## config.mk

```make
export PLATFORM = sky130hd
export DESIGN_NAME = jk_seq_detect
export DESIGN_NICKNAME = d
export VERILOG_FILES = /design/src/rtl/jk_seq_detect.sv
export SDC_FILE = /design/constraint.sdc
export NUM_CORES = 1
export LEC_CHECK = 0
export BUFFER_PORTS_ARGS = -buffer_cell sky130_fd_sc_hd__buf_2
export CAP_MARGIN = 20
export CORE_MARGIN = 8
export CORE_UTILIZATION = 45
export CTS_BUF_LIST = sky130_fd_sc_hd__clkbuf_4
export CTS_CLUSTER_SIZE = 25
export DETAILED_ROUTE_END_ITERATION = 8
export PLACE_DENSITY = 0.69
export RECOVER_POWER = 25
export SETUP_SLACK_MARGIN = 0.02
export SYNTH_ARGS = -nofsm -noshare
export SYNTH_HDL_FRONTEND = slang
export SYNTH_SLANG_ARGS = --single-unit
```

## constraint.sdc

```tcl
create_clock -name CLK -period 3.7 [get_ports CLK]
set_clock_uncertainty 0.15 [all_clocks]
set_input_delay 0.185 -clock CLK [delete_from_list [all_inputs] [get_ports CLK]]
set_output_delay 0.185 -clock CLK [all_outputs]
set_load 0.05 [all_outputs]
```

## src/rtl/jk_seq_detect.sv

```systemverilog
// jk_seq_detect: serial pattern detector observing the Q output of a JK flip-flop.
// Ports: CLK/RST (async active-high) clock and reset; EN sample enable; CLR synchronous clear;
//   Q serial input; DET one-cycle match pulse; HIT_CNT saturating match count; SAT counter full;
//   Q_RISE/Q_FALL sampled-edge pulses; STATE debug FSM state (0 IDLE, 1 FILL, 2 ARMED).
// Latency 1 cycle from the completing sample to DET; no backpressure (every enabled edge is consumed).
// Optional feature macro SEQ_OVERLAP_EN: when defined, matches may overlap; default is non-overlapping.
module jk_seq_detect #(
   parameter int                 PAT_LEN = 4,
   parameter logic [PAT_LEN-1:0] PATTERN = 4'b1011,
   parameter int                 CNT_W   = 8
) (
   input  logic             CLK,
   input  logic             RST,
   input  logic             EN,
   input  logic             CLR,
   input  logic             Q,
   output logic             DET,
   output logic [CNT_W-1:0] HIT_CNT,
   output logic             SAT,
   output logic             Q_RISE,
   output logic             Q_FALL,
   output logic [1:0]       STATE
);

   typedef enum logic [1:0] {
      ST_IDLE  = 2'd0,
      ST_FILL  = 2'd1,
      ST_ARMED = 2'd2
   } state_e;

   localparam int                FILL_W    = $clog2(PAT_LEN + 1);
   localparam logic [FILL_W-1:0] FILL_FULL = FILL_W'(PAT_LEN);
   localparam logic [FILL_W-1:0] FILL_LAST = FILL_W'(PAT_LEN - 1);

   state_e             state_q;
   logic [PAT_LEN-1:0] win_q;
   logic [FILL_W-1:0]  fill_q;
   logic [CNT_W-1:0]   hit_cnt_q;
   logic               det_q;
   logic               rise_q;
   logic               fall_q;
   logic               prev_q;
   logic               prev_vld_q;

   // Next values, applied only on sampled (EN=1, CLR=0) edges.
   logic [PAT_LEN-1:0] win_d;
   logic [FILL_W-1:0]  fill_d;
   state_e             state_d;
   logic               match_d;

   always_comb begin
      win_d   = {win_q[PAT_LEN-2:0], Q};
      // The window only holds a full pattern once PAT_LEN-1 older bits are valid.
      match_d = (fill_q >= FILL_LAST) && (win_d == PATTERN);
      fill_d  = (fill_q == FILL_FULL) ? fill_q : fill_q + 1'b1;
      state_d = (fill_d == FILL_FULL) ? ST_ARMED : ST_FILL;
`ifdef SEQ_OVERLAP_EN
      // Overlapping: the matched bits stay in the window and may start the next match.
`else
      // Non-overlapping: forget the matched bits; the window keeps shifting but is
      // ignored until PAT_LEN fresh samples have been taken.
      if (match_d) begin
         fill_d  = '0;
         state_d = ST_IDLE;
      end
`endif
   end

   always_ff @(posedge CLK or posedge RST) begin
      if (RST) begin
         state_q    <= ST_IDLE;
         win_q      <= '0;
         fill_q     <= '0;
         hit_cnt_q  <= '0;
         det_q      <= 1'b0;
         rise_q     <= 1'b0;
         fall_q     <= 1'b0;
         prev_q     <= 1'b0;
         prev_vld_q <= 1'b0;
      end else if (CLR) begin
         // Clear wins over a simultaneous sample, even a completing one.
         state_q    <= ST_IDLE;
         win_q      <= '0;
         fill_q     <= '0;
         hit_cnt_q  <= '0;
         det_q      <= 1'b0;
         rise_q     <= 1'b0;
         fall_q     <= 1'b0;
         prev_q     <= 1'b0;
         prev_vld_q <= 1'b0;
      end else begin
         det_q  <= 1'b0;
         rise_q <= 1'b0;
         fall_q <= 1'b0;
         if (EN) begin
            win_q      <= win_d;
            fill_q     <= fill_d;
            state_q    <= state_d;
            prev_q     <= Q;
            prev_vld_q <= 1'b1;
            rise_q     <= prev_vld_q & ~prev_q & Q;
            fall_q     <= prev_vld_q & prev_q & ~Q;
            if (match_d) begin
               det_q <= 1'b1;
               if (!(&hit_cnt_q)) begin
                  hit_cnt_q <= hit_cnt_q + 1'b1;
               end
            end
         end
      end
   end

   assign DET     = det_q;
   assign HIT_CNT = hit_cnt_q;
   assign SAT     = &hit_cnt_q;
   assign Q_RISE  = rise_q;
   assign Q_FALL  = fall_q;
   assign STATE   = state_q;

endmodule

```

==> results of run 1 <==
==> cells by family (layout without fill, tap and decap cells) <==
| group | count (synthesis) | count (layout) |
|---|---|---|
| simple gates | 41 | 41 |
| compound gates | 24 | 24 |
| flops | 20 | 20 |
| buf+inv | 10 | 29 |
| mux | 5 | 5 |
| fa+ha+maj | 4 | 4 |
==> state kept, by name, indices dropped and copies added (netlist names) <==
| register | count |
|---|---|
| Q_RISE | 1 |
| STATE | 2 |
| DET | 1 |
| fill_q | 3 |
| HIT_CNT | 8 |
| prev_vld_q | 1 |
| win_q | 3 |
| Q_FALL | 1 |
==> area by class of cell <==
| cell class | instances | area, sq um | share of cell area, % |
|---|---|---|---|
| sequential | 20 | 500 | 41.5 |
| multi-input combinational | 74 | 497 | 41.2 |
| timing repair buffer | 20 | 101 | 8.41 |
| tap | 28 | 35.0 | 2.91 |
| clock inverter | 1 | 30.0 | 2.49 |
| clock buffer | 3 | 22.5 | 1.87 |
| inverter | 5 | 18.8 | 1.56 |
==> metrics by stage <==
stage,cell area [sq um],std cells
2_1_floorplan,1050,104
3_3_place_gp,1140,145
3_5_place_dp,1140,145
4_1_cts,1210,151
5_1_grt,1200,151
6_report,1200,151
==> power groups by stage <==
stage	combinational, mW	clock, mW	sequential (mW)
floorplan	0.0241	0	0.237
global placement	0.0367	0	0.233
detailed placement	0.0379	0	0.233
CTS	0.0394	0.180	0.229
global route	0.0443	0.187	0.230
finish	0.0382	0.177	0.229
==> per-layer routing <==
layer / vias up / wire length, microns / global-route usage [%]
li1: 413 / - / -
met1: 402 / 991 / 13.4
met2: 12 / 994 / 17.9
met3: 2 / 112 / 4.70
met4: 0 / 20 / 2.45
met5: - / 0 / 0
==> worst max-delay path by stage <==
stage,startpoint,end,slack [ns],cells after the start
after global routing,fill_q[0],HIT_CNT[6],1.36,6
after CTS,fill_q[0],HIT_CNT[4],1.52,6
after global placement,fill_q[0],HIT_CNT[5],1.64,6
final,fill_q[0],HIT_CNT[4],1.51,6
after detailed placement,fill_q[0],HIT_CNT[4],1.56,6
after floorplan,HIT_CNT[0],HIT_CNT[0],1.64,5
==> cells in the final DEF, fill, tap and decap left out, drive strengths merged, types with 3 or more instances in the layout <==
cell / instances
dfrtp: 20
nor2: 11
buf: 11
clkbuf: 10
a21oi: 7
nand2: 6
inv: 5
nor2b: 4
o21ai: 4
o31ai: 4
mux2i: 4
ha: 4
a22o: 3
nand3: 3
or4: 3
==> repair_timing <==
action,4_1_cts,5_1_grt
setup endpoints to repair,0,0
hold endpoints to repair,21,0
hold buffers,2,0
==> critical path, stage by stage (launching register included) <==
cell	delay [ns]
dfrtp_1	0.43
ha_1	0.18
ha_1	0.15
a211oi_1	0.07
or3b_4	0.49
or4_1	0.49
a21oi_1	0.15
==> impl_metrics.json, run 1 <==
{
  "die_h_microns": 64.3,
  "synth_top_family_by_area": "simple AND/OR/NAND/NOR gates",
  "combPwrFrac_pct": 8.6,
  "setup_tns_ns": 0,
  "drive_above_1_share_pct": 16.3,
  "pre_cts_ws_ns": 1.56,
  "ir_drop_v": 0.000243,
  "cp_max_fo": 13,
  "hold_path_class": "input port to register",
  "grt_pass1_wl_microns": 3750,
  "crit_arrival_ns": 2.26,
  "antenna_cells": 0,
  "place_congestion": 0.731,
  "layout.nets": 133,
  "synthAdderAreaFrac_pct": 4.77,
  "initial_core_util_pct": 47.5,
  "port_buffers": 18,
  "synth_top_area_share_pct": 47.7,
  "cts_max_level": 1,
  "rows": 17,
  "report.power.total_mw": 0.444,
  "synth_area_sq_um": 1050,
  "yosysSeqAreaShare_pct": 47.7,
  "ctsResizeCount": 0,
  "final.setup.worst_slack_ns": 1.51,
  "cts_tree": "yes",
  "syn_inst": 104,
  "whs_ns": 0.0870,
  "seq_power_share_pct": 51.5,
  "async_flop_share_pct": 100,
  "syn_nets": 113,
  "numCtsBuffers": 3,
  "cap_violations": 0,
  "criticalPathCategory": "register to register",
  "end_kind": "register",
  "relSlewSlack_pct": 49.1,
  "drtAntennaViolNets": 0,
  "hold_viol": 0,
  "min_from": "EN",
  "synth-compound-area-share_pct": 14.8,
  "r2r_slack_ns": 1.51,
  "remaining_drc_errors": 0,
  "synthTopCellsByArea": "dfrtp_1, ha_1, nor2_1",
  "r2r-start": "fill_q[0]",
  "r2r_cells": 6,
  "fmax_ghz": 0.457,
  "io_pins": 19,
  "setup_violations": 0,
  "vias_per_cell": 5.49,
  "synth_flop_cell": "dfrtp_1",
  "muxShareOfSynthArea_pct": 4.89,
  "cp_data_required_time_ns": 3.78,
  "tightest_slew_ns": 0.763,
  "fillers": 220,
  "die_width_microns": 64.3,
  "r2r-end": "HIT_CNT[4]",
  "p_per_area_nw_per_um2": 369,
  "synthDistinctLibCells": 32,
  "rsz0062_at_grt": "no",
  "grt_pass1_vias": 794,
  "min_to": "prev_vld_q",
  "die-area_sq_um": 4130,
  "dr_total_vias": 829,
  "syn_area_per_cell_sq_um": 10.1,
  "synthSimpleGateAreaFrac_pct": 22.9,
  "synth-edff-count": 0,
  "drv_slew": 0,
  "fin_crit_sh_pct": 59.1,
  "grt_use_total_pct": 11.1,
  "hold_depth": 3,
  "p_int_mw": 0.347,
  "first_iter_violations": 24,
  "status": "complete, no violations",
  "overflow": 0,
  "start_kind": "register",
  "hpwl_microns": 1510,
  "clockPowerShare_pct": 39.9,
  "grt_max_degree": 21,
  "wire_per_inst_microns": 14.0,
  "clkTransAtPathRegs_ns": 0.12,
  "core_sq_um": 2210,
  "switching_power_mw": 0.0976,
  "post-synth-top-count-cell": "dfrtp_1",
  "cts_root_buffer": "clkbuf_4",
  "synth_top_area_cell": "dfrtp_1",
  "postCtsSetupRepairBufs": 0,
  "firstDrtPassIters": 4,
  "final_util_pct": 54.5,
  "synth_xor_xnor_area_share_pct": 0,
  "cts_sinks": 20,
  "clk_latency_ns": 0.30,
  "ys_ff_latch": 20,
  "finalWirelength_microns": 2120,
  "period_needed_ns": 2.19,
  "antenna_found_initial": 0,
  "netlist_top_cells_count": "dfrtp_1, nor2_1, a21oi_1",
  "synth_warnings": 0,
  "clockBufferDepth": 2,
  "syn_to_final_growth_pct": 14.8,
  "leakage_nw": 0.555,
  "p_sw_share_pct": 22.0
}
Power figures use the tool's default switching activity.
==> inputs of run 2 (changes only) <==
==> constraint.sdc (replaced) <==
create_clock -name CLK -period 2.3 [get_ports CLK]
set_clock_uncertainty 0.15 [all_clocks]
set_input_delay 0.115 -clock CLK [delete_from_list [all_inputs] [get_ports CLK]]
set_output_delay 0.115 -clock CLK [all_outputs]
set_load 0.05 [all_outputs]
==> run 2 against run 1 <==
  * Clock-buffer cell count stayed put
  * Final area down 1.0%
  * Critical path depth unchanged
  * Critical path type unchanged
  * Critical endpoint unchanged
==> impl_metrics.json, run 2 (same netlist as run 1, synthesis figures left out) <==
{
  "status": "complete, no violations",
  "slowest_stage": "or4_1",
  "period_needed_ns": 2.18,
  "antenna_found_initial": 0,
  "hold_depth": 3,
  "fillers": 221,
  "cp_max_fo": 13,
  "tightest_slew_ns": 0.751,
  "worstPathCellList": "ha_1 > ha_1 > a211oi_2 > or3b_4 > or4_1 > a21oi_1",
  "drv_slew": 0,
  "layout.nets": 134,
  "leakage_nw": 0.547,
  "place_congestion": 0.731,
  "ff_latch_area_sq_um": 502,
  "drive_above_1_share_pct": 17.7,
  "dr_total_vias": 843,
  "setup_violations": 0,
  "clk_latency_ns": 0.30,
  "clockBufferDepth": 2,
  "grt_max_degree": 21,
  "largest_reg_flops": 8,
  "final_util_pct": 53.9,
  "clkTransAtPathRegs_ns": 0.11,
  "r2r-start": "fill_q[1]",
  "relSlewSlack_pct": 49.9,
  "final_common_cell": "dfrtp_1",
  "grt_pass1_vias": 822,
  "die_width_microns": 64.3,
  "report.power.total_mw": 0.601,
  "rsz0062_at_grt": "no",
  "r2r_slack_ns": 0.12,
  "final_cell_mix": "dfrtp_1, nor2_1, buf_2",
  "firstDrtPassIters": 4,
  "hold_viol": 0,
  "rows": 17,
  "fmax_ghz": 0.458,
  "die_h_microns": 64.3,
  "port_buffers": 18,
  "multi_input_comb_area_sq_um": 502,
  "grt_use_total_pct": 11.0,
  "final.setup.worst_slack_ns": 0.118,
  "pre_cts_ws_ns": 0.135,
  "cap_violations": 0,
  "cts_sinks": 20,
  "r2r-end": "HIT_CNT[4]",
  "p_per_area_nw_per_um2": 504,
  "hold_path_class": "input port to register",
  "hpwl_microns": 1520,
  "end_kind": "register",
  "syn_to_final_growth_pct": 13.6,
  "initial_core_util_pct": 47.5,
  "min_to": "prev_vld_q",
  "vias_per_cell": 5.55,
  "finalWirelength_microns": 2080,
  "fin_crit_sh_pct": 94.9,
  "slowest_delay_ns": 0.49,
  "r2r_cells": 6,
  "antenna_cells": 0,
  "cts_max_level": 1,
  "drtAntennaViolNets": 0,
  "ir_drop_v": 0.000264,
  "grt_pass1_wl_microns": 3730,
  "overflow": 0,
  "cts_tree": "yes",
  "first_iter_violations": 10,
  "cts_root_buffer": "clkbuf_4",
  "core_sq_um": 2210,
  "min_from": "EN",
  "cp_common_cell": "ha_1",
  "wire_per_inst_microns": 13.7,
  "remaining_drc_errors": 0,
  "criticalPathCategory": "register to register",
  "io_pins": 19,
  "setup_tns_ns": 0,
  "cp_data_required_time_ns": 2.38,
  "start_kind": "register",
  "crit_arrival_ns": 2.26,
  "numCtsBuffers": 3,
  "die-area_sq_um": 4130
}
[run 2: cell types whose count changed in the layout (fill, tap and decap cells not counted)]
| cell | delta |
|---|---|
| a211oi_1 | -1 |
| a211oi_2 | +1 |
| buf_4 | +1 |
| bufinv_16 | -1 |
| clkinv_1 | +1 |
| dfrtp_1 | -1 |
| dfrtp_2 | +1 |
[run 2: through the flow]
| stage | cells | hold slack (ns) | cell area (sq um) |
|---|---|---|---|
| after floorplan | 104 | -0.0712 | 1050 |
| after global placement | 145 | 0.137 | 1140 |
| after detailed placement | 145 | 0.134 | 1140 |
| after CTS | 151 | 0.0149 | 1190 |
| after global routing | 152 | 0.0497 | 1190 |
| final | 152 | 0.0280 | 1190 |
[run 2: what timing repair did]
item	4_1_cts	5_1_grt
gates resized for setup	0	2
buffers inserted	0	1
hold endpoints to repair	23	0
endpoints found under the setup margin	0	4
hold buffers	2	0
[run 2: area by class of cell]
type | instances | share of cell area (%)
tap | 28 | 2.94
clock inverter | 1 | 0.315
sequential | 20 | 42.1
multi-input combinational | 74 | 42.1
timing repair buffer | 21 | 9.13
clock buffer | 3 | 1.89
inverter | 5 | 1.57
[run 2: worst max-delay path by stage]
stage | startpoint | end | slack [ns] | cells after the start
after CTS | fill_q[0] | HIT_CNT[4] | 0.10 | 6
after global routing | fill_q[0] | HIT_CNT[4] | 0.03 | 6
after global placement | fill_q[0] | HIT_CNT[5] | 0.24 | 6
after floorplan | HIT_CNT[0] | HIT_CNT[0] | 0.24 | 5
after detailed placement | fill_q[0] | HIT_CNT[4] | 0.13 | 6
final | fill_q[1] | HIT_CNT[4] | 0.12 | 6
[run 2: layer usage]
metal	vias to the layer above	GRT usage (%)	wire (microns)
li1	416	-	-
met1	411	13.0	912
met2	14	18.4	1040
met3	2	4.53	118
met4	0	2.45	14
met5	-	0	0
[run 2: power by group]
group,switching [mW],total [mW],internal (mW)
registers,0.00850,0.369,0.361
logic,0.0410,0.0643,0.0233
clock network,0.104,0.168,0.0633
total,0.154,0.601,0.447
[run 2: worst max-delay path, delay by kind of cell, from the launching register on]
kind	cells	cell delay, ns
adder cells (fa/ha/maj)	2	0.36
AO/OA/AOI/OAI	2	0.22
AND/OR/NAND/NOR	2	0.97
flip-flops	1	0.42
==> inputs of run 3 (changes only) <==
--- a/config.mk
+++ b/config.mk
@@ -12,7 +12,7 @@
 export CTS_BUF_LIST = sky130_fd_sc_hd__clkbuf_4
 export CTS_CLUSTER_SIZE = 25
 export DETAILED_ROUTE_END_ITERATION = 8
-export PLACE_DENSITY = 0.69
+export PLACE_DENSITY_LB_ADDON = 0.12
 export RECOVER_POWER = 25
 export SETUP_SLACK_MARGIN = 0.02
 export SYNTH_ARGS = -nofsm -noshare
==> run 3 against run 2 <==
  * Maximum frequency increased by 3.4%
  * Total power up 20%
  * Utilization grew 1.3 points
  * Wire length up 5.5%
  * Die area is the same
  * Hold slack lost 0.0083 ns
  * Register-to-register slack better by 0.07 ns
  * Combinational power increased by 3%
  * Clock power rose by 70%
  * Via count grew 3.1%
  * Largest cell class unchanged
==> impl_metrics.json, run 3 (same netlist as run 1, synthesis figures left out) <==
{
  "stdcell_count": 153,
  "fmax_ghz": 0.474,
  "die-area_sq_um": 4130,
  "grt_pass1_wl_microns": 3980,
  "first_iter_violations": 19,
  "drtAntennaViolNets": 0,
  "place_congestion": 0.729,
  "setup_tns_ns": 0,
  "rsz0062_at_grt": "no",
  "antenna_cells": 0,
  "drive_above_1_share_pct": 18.4,
  "drv_slew": 0,
  "cp_max_fo": 13,
  "start_kind": "register",
  "met3_usage_pct": 3.14,
  "crit_arrival_ns": 2.20,
  "syn_to_final_growth_pct": 16.3,
  "r2r_slack_ns": 0.19,
  "combPwrFrac_pct": 9.2,
  "cts_sinks": 20,
  "report.power.total_mw": 0.720,
  "use_met2_pct": 18.6,
  "overflow": 0,
  "switching_power_mw": 0.159,
  "fin_crit_sh_pct": 91.8,
  "cts_tree": "yes",
  "finalWirelength_microns": 2200,
  "clkTransAtPathRegs_ns": 0.12,
  "fillers": 211,
  "tightest_slew_ns": 0.759,
  "clk_latency_ns": 0.30,
  "rows": 17,
  "grt_pass1_vias": 883,
  "wire_per_inst_microns": 14.4,
  "die_width_microns": 64.3,
  "cp_data_required_time_ns": 2.39,
  "relSlewSlack_pct": 49.3,
  "initial_core_util_pct": 47.5,
  "io_pins": 19,
  "final_util_pct": 55.2,
  "end_kind": "register",
  "status": "complete, no violations",
  "layout.nets": 135,
  "final_cell_mix": "dfrtp_1, buf_2, nor2_1",
  "setup_violations": 0,
  "dp_cells": 145,
  "die_h_microns": 64.3,
  "dr_total_vias": 869,
  "largest_reg_flops": 8,
  "period_needed_ns": 2.11,
  "vias_per_cell": 5.68,
  "grt-busiest-layer": "met2",
  "core_sq_um": 2210,
  "cts_root_buffer": "clkbuf_4",
  "antenna_found_initial": 0,
  "hold_viol": 0,
  "cts_max_level": 1,
  "cap_violations": 0,
  "seq_power_share_pct": 51.1,
  "port_buffers": 18,
  "p_per_area_nw_per_um2": 589,
  "final_common_cell": "dfrtp_1",
  "p_int_mw": 0.561,
  "use_met1_pct": 14.4,
  "p_sw_share_pct": 22.0,
  "grt_max_degree": 21,
  "hold_path_class": "input port to register",
  "clockBufferDepth": 2,
  "criticalPathCategory": "register to register",
  "clockPowerShare_pct": 39.7,
  "grt_use_total_pct": 11.7,
  "remaining_drc_errors": 0,
  "leakage_nw": 0.568,
  "numCtsBuffers": 3,
  "ir_drop_v": 0.000410,
  "hpwl_microns": 1600,
  "firstDrtPassIters": 4
}
[run 3: worst paths after layout]
| check | cells past startpoint | start | end |
|---|---|---|---|
| worst max register to register | 6 | fill_q[0] | HIT_CNT[4] |
| worst min-delay path | 2 | CLR | prev_vld_q |
| worst min register to register | 2 | prev_vld_q | prev_vld_q |
| min in group asynchronous | 3 | RST | HIT_CNT[6] |
| max in group asynchronous | 3 | RST | HIT_CNT[0] |
| worst max-delay path | 6 | fill_q[0] | HIT_CNT[4] |
[run 3: layer usage]
metal / part of all wire (%) / wire length (microns) / up-vias
met5: 0 / 0 / -
met4: 1.5 / 34 / 0
met3: 4.4 / 96 / 4
met2: 51 / 1120 / 14
met1: 43 / 946 / 432
li1: - / - / 419
[run 3: cell type report]
class / count / area (sq um) / area share [%]
clock buffer: 3 / 22.5 / 1.84
timing repair buffer: 22 / 118 / 9.63
clock inverter: 1 / 30.0 / 2.46
inverter: 5 / 18.8 / 1.54
tap: 28 / 35.0 / 2.87
sequential: 20 / 500 / 41.0
multi-input combinational: 74 / 497 / 40.7
[run 3: power by group through the flow]
stage / Clock [mW] / Combinational (mW) / Sequential [mW]
after global routing: 0.312 / 0.0760 / 0.369
after floorplan: 0 / 0.0388 / 0.381
final: 0.286 / 0.0662 / 0.368
after detailed placement: 0 / 0.0603 / 0.375
after CTS: 0.296 / 0.0630 / 0.368
after global placement: 0 / 0.0587 / 0.375
[run 3: worst max-delay path, stage by stage (launching register included)]
cell and delay, ns:
dfrtp_1 0.42, ha_1 0.17, ha_1 0.14, a211oi_1 0.07, or3b_4 0.46, or4_1 0.50
a21oi_1 0.15
[run 3: what timing repair did]
action                                  CTS  global route
gates resized for setup                   0             0
endpoints found under the setup margin    0             3
hold buffers                              2             0
endpoints found under the hold margin    23             0
setup buffers                             0             2
[run 3: metrics by stage]
stage          cell area, sq um  hold WS (ns)  setup WS, ns
2_1_floorplan              1050       -0.0712         0.236
3_3_place_gp               1140         0.136         0.232
3_5_place_dp               1140         0.142         0.162
4_1_cts                    1210        0.0108         0.146
5_1_grt                    1220        0.0416        0.0184
6_report                   1220        0.0197         0.189
